`config.mk`:
```
export PLATFORM = sky130hd
export DESIGN_NAME = axi_mem_arbiter
export DESIGN_NICKNAME = d
export VERILOG_FILES = /design/src/rtl/axi_mem_arbiter.sv
export SDC_FILE = /design/constraint.sdc
export NUM_CORES = 1
export LEC_CHECK = 0
export CORE_UTILIZATION = 35
export DETAILED_ROUTE_END_ITERATION = 7
export PLACE_DENSITY = 0.81
export SYNTH_ARGS = -nofsm -noshare
export SYNTH_HDL_FRONTEND = slang
export SYNTH_SLANG_ARGS = --single-unit
export TNS_END_PERCENT = 1
```
`constraint.sdc`:
```
create_clock -name ACLK -period 5.3 [get_ports ACLK]
set_clock_uncertainty 0.05 [all_clocks]
set_input_delay 1.325 -clock ACLK [delete_from_list [all_inputs] [get_ports ACLK]]
set_output_delay 1.325 -clock ACLK [all_outputs]
set_load 0.05 [all_outputs]
```
`src/rtl/axi_mem_arbiter.sv`:
```
// axi_mem_arbiter: shares one single-port RAM between a write engine and a
// read engine. Ownership is granted per burst, alternates on contention, and
// a watchdog forces a handover after 256 beats without a last flag.
module axi_mem_arbiter #(
  parameter int DATA_WIDTH   = 32,
  parameter int ADDR_WIDTH   = 16,
  parameter int MEMORY_DEPTH = 1024,
  localparam int AW          = $clog2(MEMORY_DEPTH)
) (
  input  logic                  ACLK,
  input  logic                  ARESETn,
  // write engine
  input  logic                  wr_req,
  input  logic [AW-1:0]         wr_addr,
  input  logic [DATA_WIDTH-1:0] wr_data,
  input  logic                  wr_last,
  output logic                  wr_gnt,
  // read engine
  input  logic                  rd_req,
  input  logic [AW-1:0]         rd_addr,
  input  logic                  rd_last,
  output logic                  rd_gnt,
  output logic [DATA_WIDTH-1:0] rd_data,
  output logic                  rd_data_valid,
  // single-port RAM, one-cycle read latency
  output logic                  mem_en,
  output logic                  mem_we,
  output logic [AW-1:0]         mem_addr,
  output logic [DATA_WIDTH-1:0] mem_wdata,
  input  logic [DATA_WIDTH-1:0] mem_rdata,
  // watchdog release indication
  output logic                  burst_abort
);

  // The AXI byte address must at least span the word address of the RAM.
  if (ADDR_WIDTH < AW) begin : g_bad_addr_width
    $error("axi_mem_arbiter: ADDR_WIDTH smaller than RAM word address width");
  end

  localparam logic [1:0] IDLE     = 2'd0;
  localparam logic [1:0] WR_BURST = 2'd1;
  localparam logic [1:0] RD_BURST = 2'd2;

  localparam logic SERVED_WRITE = 1'b0;
  localparam logic SERVED_READ  = 1'b1;

  // The 256th beat of a burst is the last one the watchdog allows.
  localparam logic [8:0] WD_LAST_CNT = 9'd255;

  logic [1:0]            state, state_nxt;
  logic                  last_served, last_served_nxt;
  logic [8:0]            beat_cnt;
  logic                  burst_end, abort_nxt;
  logic                  wr_acc, rd_acc;
  logic                  wd_hit;
  logic [DATA_WIDTH-1:0] rd_data_q;

  // Grants decode directly from the state register, so they are glitch-free
  // and drop the instant reset forces IDLE.
  assign wr_gnt = (state == WR_BURST);
  assign rd_gnt = (state == RD_BURST);

  // A beat is accepted only by the current owner; the other side's request
  // never gates anything during a burst.
  assign wr_acc = wr_gnt && wr_req;
  assign rd_acc = rd_gnt && rd_req;
  assign wd_hit = (beat_cnt == WD_LAST_CNT);

  // Memory port steering: idle cycles drive zeros on address and data.
  always_comb begin
    // NOTE: every output of a combinational block gets a default first, so no
    // path through the if/case can leave it unassigned and infer a latch.
    mem_en    = 1'b0;
    mem_we    = 1'b0;
    mem_addr  = '0;
    mem_wdata = '0;
    if (wr_acc) begin
      mem_en    = 1'b1;
      mem_we    = 1'b1;
      mem_addr  = wr_addr;
      mem_wdata = wr_data;
    end else if (rd_acc) begin
      mem_en   = 1'b1;
      mem_addr = rd_addr;
    end
  end

  // Arbitration and burst-end decisions, including direct handover.
  always_comb begin
    state_nxt       = state;
    last_served_nxt = last_served;
    burst_end       = 1'b0;
    abort_nxt       = 1'b0;
    case (state)
      IDLE: begin
        if (wr_req && (!rd_req || last_served == SERVED_READ)) begin
          state_nxt = WR_BURST;
        end else if (rd_req) begin
          state_nxt = RD_BURST;
        end
      end
      WR_BURST: begin
        if (wr_acc && (wr_last || wd_hit)) begin
          burst_end       = 1'b1;
          abort_nxt       = !wr_last;
          last_served_nxt = SERVED_WRITE;
          state_nxt       = rd_req ? RD_BURST : IDLE;
        end
      end
      RD_BURST: begin
        if (rd_acc && (rd_last || wd_hit)) begin
          burst_end       = 1'b1;
          abort_nxt       = !rd_last;
          last_served_nxt = SERVED_READ;
          state_nxt       = wr_req ? WR_BURST : IDLE;
        end
      end
      default: state_nxt = IDLE;
    endcase
  end

  // Control state: FSM, fairness flag, per-burst beat counter, abort pulse.
  always_ff @(posedge ACLK or negedge ARESETn) begin
    if (!ARESETn) begin
      state       <= IDLE;
      last_served <= SERVED_READ;
      beat_cnt    <= '0;
      burst_abort <= 1'b0;
    end else begin
      // NOTE: sequential state uses non-blocking assignments so every flop
      // samples the pre-edge values regardless of statement order.
      state       <= state_nxt;
      last_served <= last_served_nxt;
      burst_abort <= abort_nxt;
      if (burst_end || state == IDLE) begin
        beat_cnt <= '0;
      end else if (wr_acc || rd_acc) begin
        beat_cnt <= beat_cnt + 9'd1;
      end
    end
  end

  // Read return path: valid one cycle after an accepted read beat, and the
  // last returned word is kept for the cycles in between.
  always_ff @(posedge ACLK or negedge ARESETn) begin
    if (!ARESETn) begin
      rd_data_valid <= 1'b0;
      rd_data_q     <= '0;
    end else begin
      rd_data_valid <= rd_acc;
      if (rd_data_valid) begin
        rd_data_q <= mem_rdata;
      end
    end
  end

  assign rd_data = rd_data_valid ? mem_rdata : rd_data_q;

endmodule

```
* Yosys cells after proc, flatten, opt, wreduce, memory -nomap -nowiden
Cells that the tools add are included.
Word-level totals: RAM bits 0, memories 0, bits in read-only memories 0, input bits 90, logic and storage cells 56, output and inout bits 80, bits in latches 0, flip-flop bits (word level) 46
Cells by class: reductions and logical operators 18, equal/unequal tests 6, bitwise logic cells 0, multiply operators 0, magnitude comparators 0, divide/modulo/power cells 0, add/sub/neg operators 1, muxes and demuxes 25, shifts and indexed selects 0
Operators by type and width (count):
- $mux W32 | 2
- $mux W10 | 2
- $mux W9 | 2
- $mux W1 | 10
- $mux W2 | 5
- $add A9 B1 Y9 const B | 1
- $eq A9 B8 Y1 const B | 1
- $pmux W1 S2 | 3
- $pmux W2 S3 | 1
- $reduce_and A3 Y1 | 2
- $logic_and A1 B1 Y1 | 5
- $logic_or A1 B1 Y1 | 5
- $ne A2 B1 Y1 const B | 2
- $reduce_bool A2 Y1 | 2
- $logic_not A1 Y1 | 3
- $ne A3 B3 Y1 const B | 1
- $eq A2 B1 Y1 const B | 1
- $eq A2 B2 Y1 const B | 1
- $logic_not A2 Y1 | 1

* Depth between registers and ports, before layout
Gate-level depths: netlist (run 1).
word-level depth 7, mapped depth 8, depth with buffers taken out 7

* Worst setup path after synthesis (run 1)
No wires, ideal clock.
path type input to output, start input port wr_req, end output port mem_addr[0], stages 5, required time 3925 ps, arrival 2483 ps, path buffers 2, slack 1442 ps, cell sequence buf_2 nand2_1 inv_1 buf_2 a22o_1
On the way: cells in the longest elaborated chain, start to end 2
Ends and longest elaborated chain:
- start, declared | line 13 | input logic wr_req,
- $logic_and A1 B1 Y1 | line 65 | assign wr_acc = wr_gnt && wr_req;
- $mux W10 | line 77 | if (wr_acc) begin
- end, declared | line 28 | output logic [AW-1:0] mem_addr,
Every way passes these cells.

* Worst setup path after layout (run 1)
start input port wr_req, end output port mem_wdata[30]
On the way: cells in the longest elaborated chain, start to end 2
Ends and longest elaborated chain:
- $logic_and A1 B1 Y1 | line 65
- $mux W32 | line 77
- end, declared | line 29 | output logic [DATA_WIDTH-1:0] mem_wdata,
Every way passes these cells.

==> summary.md, run 1 <==
| Metric | Value |
|---|---|
| GRT overflow | `0` |
| Syn_nets | `299` |
| Clk Latency, worst-skew pair | `0.29 ns` |
| Slew margin rel. | `between 30% and 40%` |
| IO Pins | `170` |
| Fin worst setup slack | `0.8066 ns` |
| Bufs on Longest Clock Path | `2` |
| Vias | `2247` |
| Post-CTS Resized | `0` |
| Max rail drop VDD | `0.2041 mV` |
| Final Hold Vio Count | `0` |
| Violated checks | `design-rule violations` |
| Num CTS Buffers | `5` |
| FFs w/ async S/R, synth | `100.0%` |
| Multiplexer share of the synthesized area | `between 15 and 20%` |
| First-pass iteration count of the detailed router | `6` |
| Final Util | `about two thirds` |
| Total track usage | `20.86%` |
| Pre-CTS setup slack | `0.8188 ns` |
| Placer congestion estimate | `a little over 0.8` |
| Final routed DRC violation total | `28` |
| Crit-path max cell delay | `around 0.84 ns` |
| Max-cap violations | `0` |
| Nets | `463` |
| FF-to-FF setup slack | `2.97 ns` |
| CP Capture Type | `primary output` |
| F_max | `~220 MHz` |
| Final Cycle Share | `a little over four fifths` |
| Layout area overhead | `80.93%` |
| Worst setup path startpoint | `wr_req` |
| Core region area | `6422 um^2` |
| Worst r2r src | `beat_cnt[4]$_DFFE_PN0P_` |
| Slowest CP cell | `clkdlybuf4s50_1` |
| Clock slew seen by the registers of the worst setup and hold paths | `0.08 ns` |
| Flops & latches, synth | `46` |
| Initial DRC Count | `80` |
| Clk sink count | `46` |
| Yosys top cell by area | `dfrtp_1` |
| CTS tree | `yes` |
| Post-Layout Cell Count | `between 400 and 500` |
| Sum of negative setup slack | `0 ns` |
| Post-synth EDFFs | `0` |
| Vias per cell | `about 5.1` |
| Xor/xnor share of the synthesized area | `between 2 and 2.5%` |
| First-pass GRT wire length | `11560 um` |
| Reg2reg path depth | `7` |
| HPWL after detailed placement | `about 5600 um` |
| Syn_area_per_cell | `11.57 um^2` |
| Largest family of logic cells by synthesized area | `multiplexers` |
| Adder-Cell Fraction of Synth Area | `3.197%` |
| Library cells used by synthesis | `38` |
| Status | `complete, but fails checks` |
| Share of the synthesized area in the top cell type | `47.95%` |
| Post-placement cell area | `4170 um^2` |
| Crit-path max FO | `38` |
| Top-count cell post-synth | `dfrtp_1` |
| Die area | `7042 um^2` |
| Initial antenna violation count | `0` |
| RSZ-0062 raised after global routing | `no` |
| Row count | `29` |
| Starting density of the core | `36.57%` |
| Leak | `1.864 nW` |
| Worst Tran Pin Value | `0.9829 ns` |
| Critical Path End | `mem_wdata[30]` |
| Root Driver | `clkbuf_8` |
| Remaining antenna violation count | `0` |
| I/O Buffers | `169` |
| Post-DR wirelength/cell | `15.92 um` |
| Slew Limit Fails | `0` |
| Ant diodes | `0` |
| Critical Path AT | `3.12 ns` |
| Vias in the first global route | `2338` |
| Worst hold path type | `reg2reg` |
| Primary FF master, synth | `dfrtp_1` |
| CP required | `about 3.9 ns` |
| Post-synthesis compound-gate area fraction | `under 10%` |
| Die H | `83.92 um` |
| Mapped Cells | `203` |
| Placed cell count | `roughly 440` |
| Yosys warnings | `0` |
| Commonest cells in the netlist | `45 x dfrtp_1, 33 x and3_1, 31 x mux2_2, 12 x a22o_1, 8 x nor2_1` |
| FF-to-FF End | `beat_cnt[4]$_DFFE_PN0P_` |
| CP most frequent cell | `clkdlybuf4s50_1` |
| DRT Wirelength | `slightly above 7000 um` |
| Post-CTS Hold Buffers | `0` |
| Post-layout min period | `4.493 ns` |
| Share of cells above drive strength 1 | `16.35%` |
| Post-CTS setup buffers | `0` |
| CTS H-tree depth | `2` |
| CP Launch Type | `input port` |
| Synth Area in Simple Gates | `15.40%` |
| PD cells | `roughly 560 nW/um^2` |
| Final std cell area, no fill | `4249 um^2` |
| CP cell instances | `clkdlybuf4s50_1, buf_4, and3_1, clkdlybuf4s50_1` |
| Crit Path Category | `in2out` |
| Fill cells | `511` |
| Largest net degree at the start of global routing | `47` |
| Seq/Total Area, Yosys | `roughly half` |
| Die width | `83.92 um` |
| Setup violators final | `0` |
| Cell Area, Synth | `2349 um^2` |
| Area contributors post-synth | `dfrtp_1 48%, mux2_2 15%, and3_1 8.8%` |
==> registers in the layout, summed over array words and instances, names as in the netlist <==
| name | flops |
|---|---|
| rd_data_q | 32 |
| beat_cnt | 9 |
| state | 2 |
| burst_abort | 1 |
| last_served | 1 |
| rd_data_valid | 1 |
==> through the flow <==
stage                     power, mW  hold WS (ns)
after global placement        2.176        0.4140
after detailed placement      2.207        0.4224
after CTS                     2.412        0.4420
after floorplan               1.655        0.4473
final                         2.389        0.4401
after global routing          2.506        0.4607
==> layer usage <==
metal  GRT usage, %  wire, um  part of all wire, %
met3          6.231       748                   11
met5              0         0                    0
met1          24.04      2746                   39
met4          6.583       118                  1.7
met2          36.96      3455                   49
==> cell families (layout without fill, tap and decap cells) <==
logic type / Yosys count / after routing
compound gates: 28 / 28
xor+xnor: 6 / 6
fa+ha+maj: 6 / 6
buf+inv: 21 / 185
flops: 46 / 46
mux: 34 / 34
simple gates: 62 / 62
==> where the power goes <==
part	internal, mW	leakage [nW]	total, mW	switching (mW)
clock	0.0886	0.0438	0.199	0.110
combinational	0.617	1.25	1.65	1.03
sequential	0.496	0.566	0.539	0.0428
total	1.20	1.86	2.39	1.19
==> worst max-delay path: cells and delay by family <==
| kind | cells | cell delay [ns] |
|---|---|---|
| AND/OR/NAND/NOR | 1 | 0.21 |
| buffers and inverters | 3 | 1.58 |
==> final cells by class <==
| class | count | area [um^2] | share of cell area [%] |
|---|---|---|---|
| timing repair buffer | 172 | 1804 | 42.46 |
| sequential | 46 | 1152 | 27.12 |
| multi-input combinational | 136 | 1095 | 25.77 |
| tap | 77 | 96.34 | 2.267 |
| clock buffer | 5 | 68.82 | 1.620 |
| inverter | 6 | 22.52 | 0.5300 |
| clock inverter | 2 | 10.01 | 0.2356 |
==> placed cells by master (no fill, tap or decap), drive strengths merged, types with 2 or more instances in the layout <==
cell / instances
a21oi: 4
a22o: 12
and3: 34
and4: 2
buf: 16
clkbuf: 5
clkdlybuf4s50: 156
clkinv: 2
dfrtp: 45
ha: 6
inv: 6
mux2: 33
nand2: 4
nand2b: 2
nand3: 5
nor2: 9
o211ai: 2
o21ai: 3
xor2: 5
==> how the worst min path moves through the flow <==
stage	start	to	slack [ns]	cells after the start
2_1_floorplan	beat_cnt[7]$_DFFE_PN0P_	beat_cnt[7]$_DFFE_PN0P_	0.45	2
6_report	rd_data_q[5]$_DFF_PN0_	rd_data_q[5]$_DFF_PN0_	0.44	1
3_5_place_dp	rd_data_q[5]$_DFF_PN0_	rd_data_q[5]$_DFF_PN0_	0.42	1
5_1_grt	rd_data_q[5]$_DFF_PN0_	rd_data_q[5]$_DFF_PN0_	0.46	1
4_1_cts	rd_data_q[5]$_DFF_PN0_	rd_data_q[5]$_DFF_PN0_	0.44	1
3_3_place_gp	rd_data_q[5]$_DFF_PN0_	rd_data_q[5]$_DFF_PN0_	0.41	1
(Power assumes the default switching activity.)
==> run 2, diff against run 1 <==
clock period = 4.2 ns   (was 5.3 ns; I/O delays follow)
==> summary.md, run 2 (same netlist as run 1, synthesis figures left out) <==
| Metric | Value |
|---|---|
| Final routed DRC violation total | `27` |
| Top reg by flops | `rd_data_q` |
| Vias | `2245` |
| Post-CTS Resized | `0` |
| Most common cell after layout, fill and taps aside | `clkdlybuf4s50_1` |
| Max-cap violations | `0` |
| Row count | `29` |
| CTS tree | `yes` |
| Die area | `around 7000 um^2` |
| CP Capture Type | `primary output` |
| Pre-CTS setup slack | `~0.5 ns` |
| GRT overflow | `0` |
| Post-CTS setup buffers | `0` |
| DRT Wirelength | `7483 um` |
| Violated checks | `design-rule violations` |
| Die width | `83.92 um` |
| Nets | `465` |
| Layout area overhead | `96.75%` |
| Total power | `3.143 mW` |
| Post-DR wirelength/cell | `16.74 um` |
| Starting density of the core | `36.57%` |
| Largest net degree at the start of global routing | `47` |
| Worst Tran Pin Value | `0.9965 ns` |
| Bufs on Longest Clock Path | `2` |
| Slew margin rel. | `33.56%` |
| Max rail drop VDD | `0.2512 mV` |
| Switching Fraction | `48.89%` |
| Placer congestion estimate | `about 0.79` |
| Clk pwr share | `8.4%` |
| Leak | `2.035 nW` |
| Crit-path max FO | `10` |
| Status | `complete, but fails checks` |
| Sum of negative setup slack | `0 ns` |
| CP required | `between 3 and 4 ns` |
| Total track usage | `21.77%` |
| Post-Layout Cell Count | `between 400 and 500` |
| Core region area | `6422 um^2` |
| Placed cell count | `439` |
| Initial DRC Count | `74` |
| Share of cells above drive strength 1 | `~26%` |
| Top Registers | `rd_data_q x32, beat_cnt x9, state x2` |
| Vias per cell | `5.022` |
| Clk Latency, worst-skew pair | `0.30 ns` |
| First-pass iteration count of the detailed router | `6` |
| Logic pwr share | `69.9%` |
| Worst hold path type | `reg2reg` |
| Clk sink count | `46` |
| Largest register FFs | `32` |
| Final std cell area, no fill | `4621 um^2` |
| CTS H-tree depth | `2` |
| Slew Limit Fails | `0` |
| Post-layout min period | `3.724 ns` |
| IO Pins | `170` |
| Remaining antenna violation count | `0` |
| Flop pwr share | `21.7%` |
| Crit Path Category | `in2out` |
| Power Internal | `1.607 mW` |
| Fin worst setup slack | `0.4757 ns` |
| Post-CTS Hold Buffers | `0` |
| Critical Path AT | `2.62 ns` |
| F_max | `268.5 MHz` |
| Num CTS Buffers | `5` |
| Ant diodes | `0` |
| Post-placement cell area | `4531 um^2` |
| Vias in the first global route | `~2400` |
| Root Driver | `clkbuf_8` |
| I/O Buffers | `169` |
| Die H | `83.92 um` |
| Switch Pwr | `1.537 mW` |
| Initial antenna violation count | `0` |
| Most frequent cells in the layout | `124 x clkdlybuf4s50_1, 45 x dfrtp_1, 44 x buf_12` |
| Setup violators final | `0` |
| Final Hold Vio Count | `0` |
| CP Launch Type | `input port` |
| PD cells | `680.3 nW/um^2` |
| Clock slew seen by the registers of the worst setup and hold paths | `roughly 0.090 ns` |
| HPWL after detailed placement | `about 5900 um` |
| Final Cycle Share | `~89%` |
| First-pass GRT wire length | `11890 um` |
| RSZ-0062 raised after global routing | `no` |
## run 2: changes by cell type in the layout (fill, tap and decap cells not counted), sizes merged
cell and delta:
clkinvlp +1, buf +34, clkdlybuf4s50 -32
## run 2: metrics by stage
step / utilization [%] / hold WS (ns)
after floorplan: - / 0.4473
after global placement: 70.54 / 0.4227
after detailed placement: 70.54 / 0.4275
after CTS: 71.95 / 0.4518
after global routing: 71.95 / 0.4655
final: 71.95 / 0.4483
## run 2: area by class of cell
type	count	area [um^2]
multi-input combinational	136	1095
inverter	6	22.52
clock buffer	5	68.82
sequential	46	1152
fill	460	1802
clock inverter	3	21.27
tap	77	96.34
timing repair buffer	174	2165
## run 2: worst max-delay path: stages
cell,delay [ns]
clkdlybuf4s50_1,0.61
nand2_1,0.17
nor2_2,0.37
a22o_1,0.26
buf_12,0.15
## run 2: routing by layer
metal | wire length (um) | GRT usage, % | vias to the layer above
li1 | - | - | 1056
met1 | 2619 | 22.39 | 1040
met2 | 3875 | 40.46 | 138
met3 | 849 | 8.210 | 11
met4 | 138 | 6.897 | 0
met5 | 0 | 0 | -
## run 2: final timing paths
| kind | startpoint | depth (start not counted) | slack [ns] | endpoint |
|---|---|---|---|---|
| setup / recovery | rd_req | 5 | 0.48 | mem_addr[8] |
| hold / removal | rd_data_q[28]$_DFF_PN0_ | 1 | 0.45 | rd_data_q[28]$_DFF_PN0_ |
| setup reg to reg | beat_cnt[4]$_DFFE_PN0P_ | 7 | 1.86 | beat_cnt[4]$_DFFE_PN0P_ |
| hold reg to reg | rd_data_q[28]$_DFF_PN0_ | 1 | 0.45 | rd_data_q[28]$_DFF_PN0_ |
| max in group asynchronous | ARESETn | 1 | 2.62 | rd_data_q[6]$_DFF_PN0_ |
| min in group asynchronous | ARESETn | 1 | 0.86 | rd_data_q[23]$_DFF_PN0_ |
## run 2: power by group through the flow
| stage | registers [mW] | logic (mW) | clock network, mW |
|---|---|---|---|
| after floorplan | 0.682 | 1.41 | 0 |
| after global placement | 0.678 | 2.17 | 0 |
| after detailed placement | 0.696 | 2.20 | 0 |
| after CTS | 0.685 | 2.21 | 0.275 |
| after global routing | 0.702 | 2.29 | 0.295 |
| final | 0.683 | 2.20 | 0.264 |
==> run 3, diff against run 2 <==
GPL_TIMING_DRIVEN = 0   (was unset)
==> summary.md, run 3 (same netlist as run 1, synthesis figures left out) <==
| Metric | Value |
|---|---|
| GRT overflow | `0` |
| Largest register FFs | `32` |
| Die H | `83.92 um` |
| Fin worst setup slack | `0.1187 ns` |
| Placer congestion estimate | `0.7889` |
| Row count | `29` |
| Clock slew seen by the registers of the worst setup and hold paths | `0.07 ns` |
| Post-CTS Hold Buffers | `0` |
| Post-DR wirelength/cell | `~15 um` |
| F_max | `245.0 MHz` |
| IO Pins | `170` |
| Die area | `7042 um^2` |
| DRT Wirelength | `7014 um` |
| Final Cycle Share | `97.17%` |
| Most frequent cells in the layout | `127 x clkdlybuf4s50_1, 45 x dfrtp_1, 33 x and3_1` |
| Max-cap violations | `0` |
| CP Capture Type | `primary output` |
| Reg2reg path depth | `8` |
| Num CTS Buffers | `5` |
| Slowest CP cell | `clkdlybuf4s50_1` |
| Status | `complete, but fails checks` |
| I/O Buffers | `169` |
| Cells on Worst Hold Path | `1` |
| PD cells | `692.6 nW/um^2` |
| Share of cells above drive strength 1 | `~14%` |
| Starting density of the core | `36.57%` |
| Vias | `2254` |
| Met2 global-route usage | `between 30% and 40%` |
| Slew Limit Fails | `0` |
| Initial DRC Count | `89` |
| Final Hold Vio Count | `0` |
| CP cell instances | `clkdlybuf4s50_1, nand2_1, nor2_2, a22o_1, dlygate4sd2_1` |
| First-pass iteration count of the detailed router | `8` |
| CP required | `3.10 ns` |
| Crit-path max FO | `10` |
| Power Internal | `1.485 mW` |
| Initial antenna violation count | `0` |
| Logic pwr share | `68.8%` |
| Nets | `476` |
| Post-layout min period | `~4.1 ns` |
| Total track usage | `approximately a fifth` |
| Leak | `2.448 nW` |
| Worst hold path type | `reg2reg` |
| RSZ-0062 raised after global routing | `no` |
| Crit-path max cell delay | `0.63 ns` |
| Largest net degree at the start of global routing | `27` |
| Ant diodes | `0` |
| Switching Fraction | `50.12%` |
| Worst Tran Pin Value | `0.5605 ns` |
| Clk Latency, worst-skew pair | `0.30 ns` |
| Setup violators final | `0` |
| Remaining antenna violation count | `0` |
| Grt met1 use | `21.65%` |
| CTS tree | `yes` |
| HPWL after detailed placement | `5727 um` |
| Total power | `2.978 mW` |
| Vias per cell | `4.932` |
| Die width | `83.92 um` |
| Final routed DRC violation total | `28` |
| Flop pwr share | `22.9%` |
| GRT Max-Usage Layer | `met2` |
| Core region area | `6422 um^2` |
| Post-CTS setup buffers | `0` |
| First-pass GRT wire length | `11120 um` |
| Clk pwr share | `8.3%` |
| Violated checks | `design-rule violations` |
| CP Launch Type | `input port` |
| Vias in the first global route | `2274` |
| Clk sink count | `46` |
| Pre-CTS setup slack | `-0.1721 ns` |
| Bufs on Longest Clock Path | `2` |
| Max rail drop VDD | `0.2657 mV` |
| Most common cell after layout, fill and taps aside | `clkdlybuf4s50_1` |
| Critical Path AT | `2.98 ns` |
| Met3 Usage GRT | `7.221%` |
| Root Driver | `clkbuf_8` |
| Fill cells | `513` |
| Layout area overhead | `83.06%` |
| Crit Path Category | `in2out` |
| Top reg by flops | `rd_data_q` |
| Slew margin rel. | `62.57%` |
| Top Registers | `rd_data_q x32, beat_cnt x9, state x2` |
| Switch Pwr | `1.492 mW` |
| CTS H-tree depth | `2` |
run 3: cell count changes in the layout (fill, tap and decap cells not counted):
| cell | previous run | this run |
|---|---|---|
| dlymetal6s2s_1 | 0 | 31 |
| clkbuf_1 | 0 | 7 |
| clkdlybuf4s50_1 | 124 | 127 |
| clkinvlp_4 | 1 | 0 |
| buf_6 | 0 | 2 |
| buf_4 | 5 | 0 |
| dlygate4sd2_1 | 0 | 7 |
| clkdlybuf4s15_1 | 0 | 3 |
| clkinv_4 | 1 | 0 |
| clkinv_2 | 1 | 2 |
| buf_2 | 1 | 7 |
| buf_12 | 44 | 1 |
run 3: path summary, 6_finish.rpt:
kind                                         start                 endpoint  slack, ns
setup / recovery                            rd_req              mem_addr[1]       0.12
hold / removal              rd_data_q[4]$_DFF_PN0_   rd_data_q[4]$_DFF_PN0_       0.44
setup reg to reg           beat_cnt[4]$_DFFE_PN0P_  beat_cnt[4]$_DFFE_PN0P_       1.98
hold reg to reg             rd_data_q[4]$_DFF_PN0_   rd_data_q[4]$_DFF_PN0_       0.44
max in group asynchronous                  ARESETn   rd_data_q[4]$_DFF_PN0_       2.94
min in group asynchronous                  ARESETn  rd_data_q[27]$_DFF_PN0_       0.66
run 3: area by class of cell:
type	count	area, um^2	area share [%]
clock buffers	5	68.82	1.601
well taps	77	96.34	2.241
repair buffers	170	1775	41.30
inverters	6	22.52	0.5239
multi-input cells	136	1095	25.47
flip-flops and latches	46	1152	26.80
plain buffers	15	78.83	1.834
clock inverters	2	10.01	0.2328
run 3: repair_timing:
item                                    4_1_cts  5_1_grt
endpoints found under the setup margin       10       34
endpoints found under the hold margin         0        0
gates resized for setup                      10       34
run 3: power by group through the flow:
| stage | clock [mW] | sequential [mW] | combinational [mW] |
|---|---|---|---|
| 2_1_floorplan | 0 | 0.682 | 1.41 |
| 6_report | 0.247 | 0.681 | 2.05 |
| 4_1_cts | 0.258 | 0.683 | 2.07 |
| 3_5_place_dp | 0 | 0.691 | 2.08 |
| 5_1_grt | 0.279 | 0.701 | 2.15 |
| 3_3_place_gp | 0 | 0.679 | 2.05 |
run 3: critical path, delay by kind of cell:
kind | cells | cell delay, ns
AND/OR/NAND/NOR | 2 | 0.58
AO/OA/AOI/OAI | 1 | 0.18
buffers and inverters | 2 | 1.17
run 3: stage by stage:
stage / TNS (ns) / hold slack (ns) / utilization (%) / cell area (um^2) / std cells
4_1_cts: 0 / 0.4444 / 65.67 / 4218 / 457
5_1_grt: 0 / 0.4600 / 66.94 / 4299 / 457
6_report: 0 / 0.4365 / 66.94 / 4299 / 457
3_5_place_dp: -1.314 / 0.4272 / 64.64 / 4151 / 450
3_3_place_gp: -1.238 / 0.4153 / 64.41 / 4136 / 449
2_1_floorplan: 0 / 0.4473 / - / 2349 / 203
run 3: metal layers:
metal | wire, um | up-vias
met4 | 130 | 0
met2 | 3519 | 125
met3 | 778 | 10
li1 | - | 1077
met5 | 0 | -
met1 | 2585 | 1042
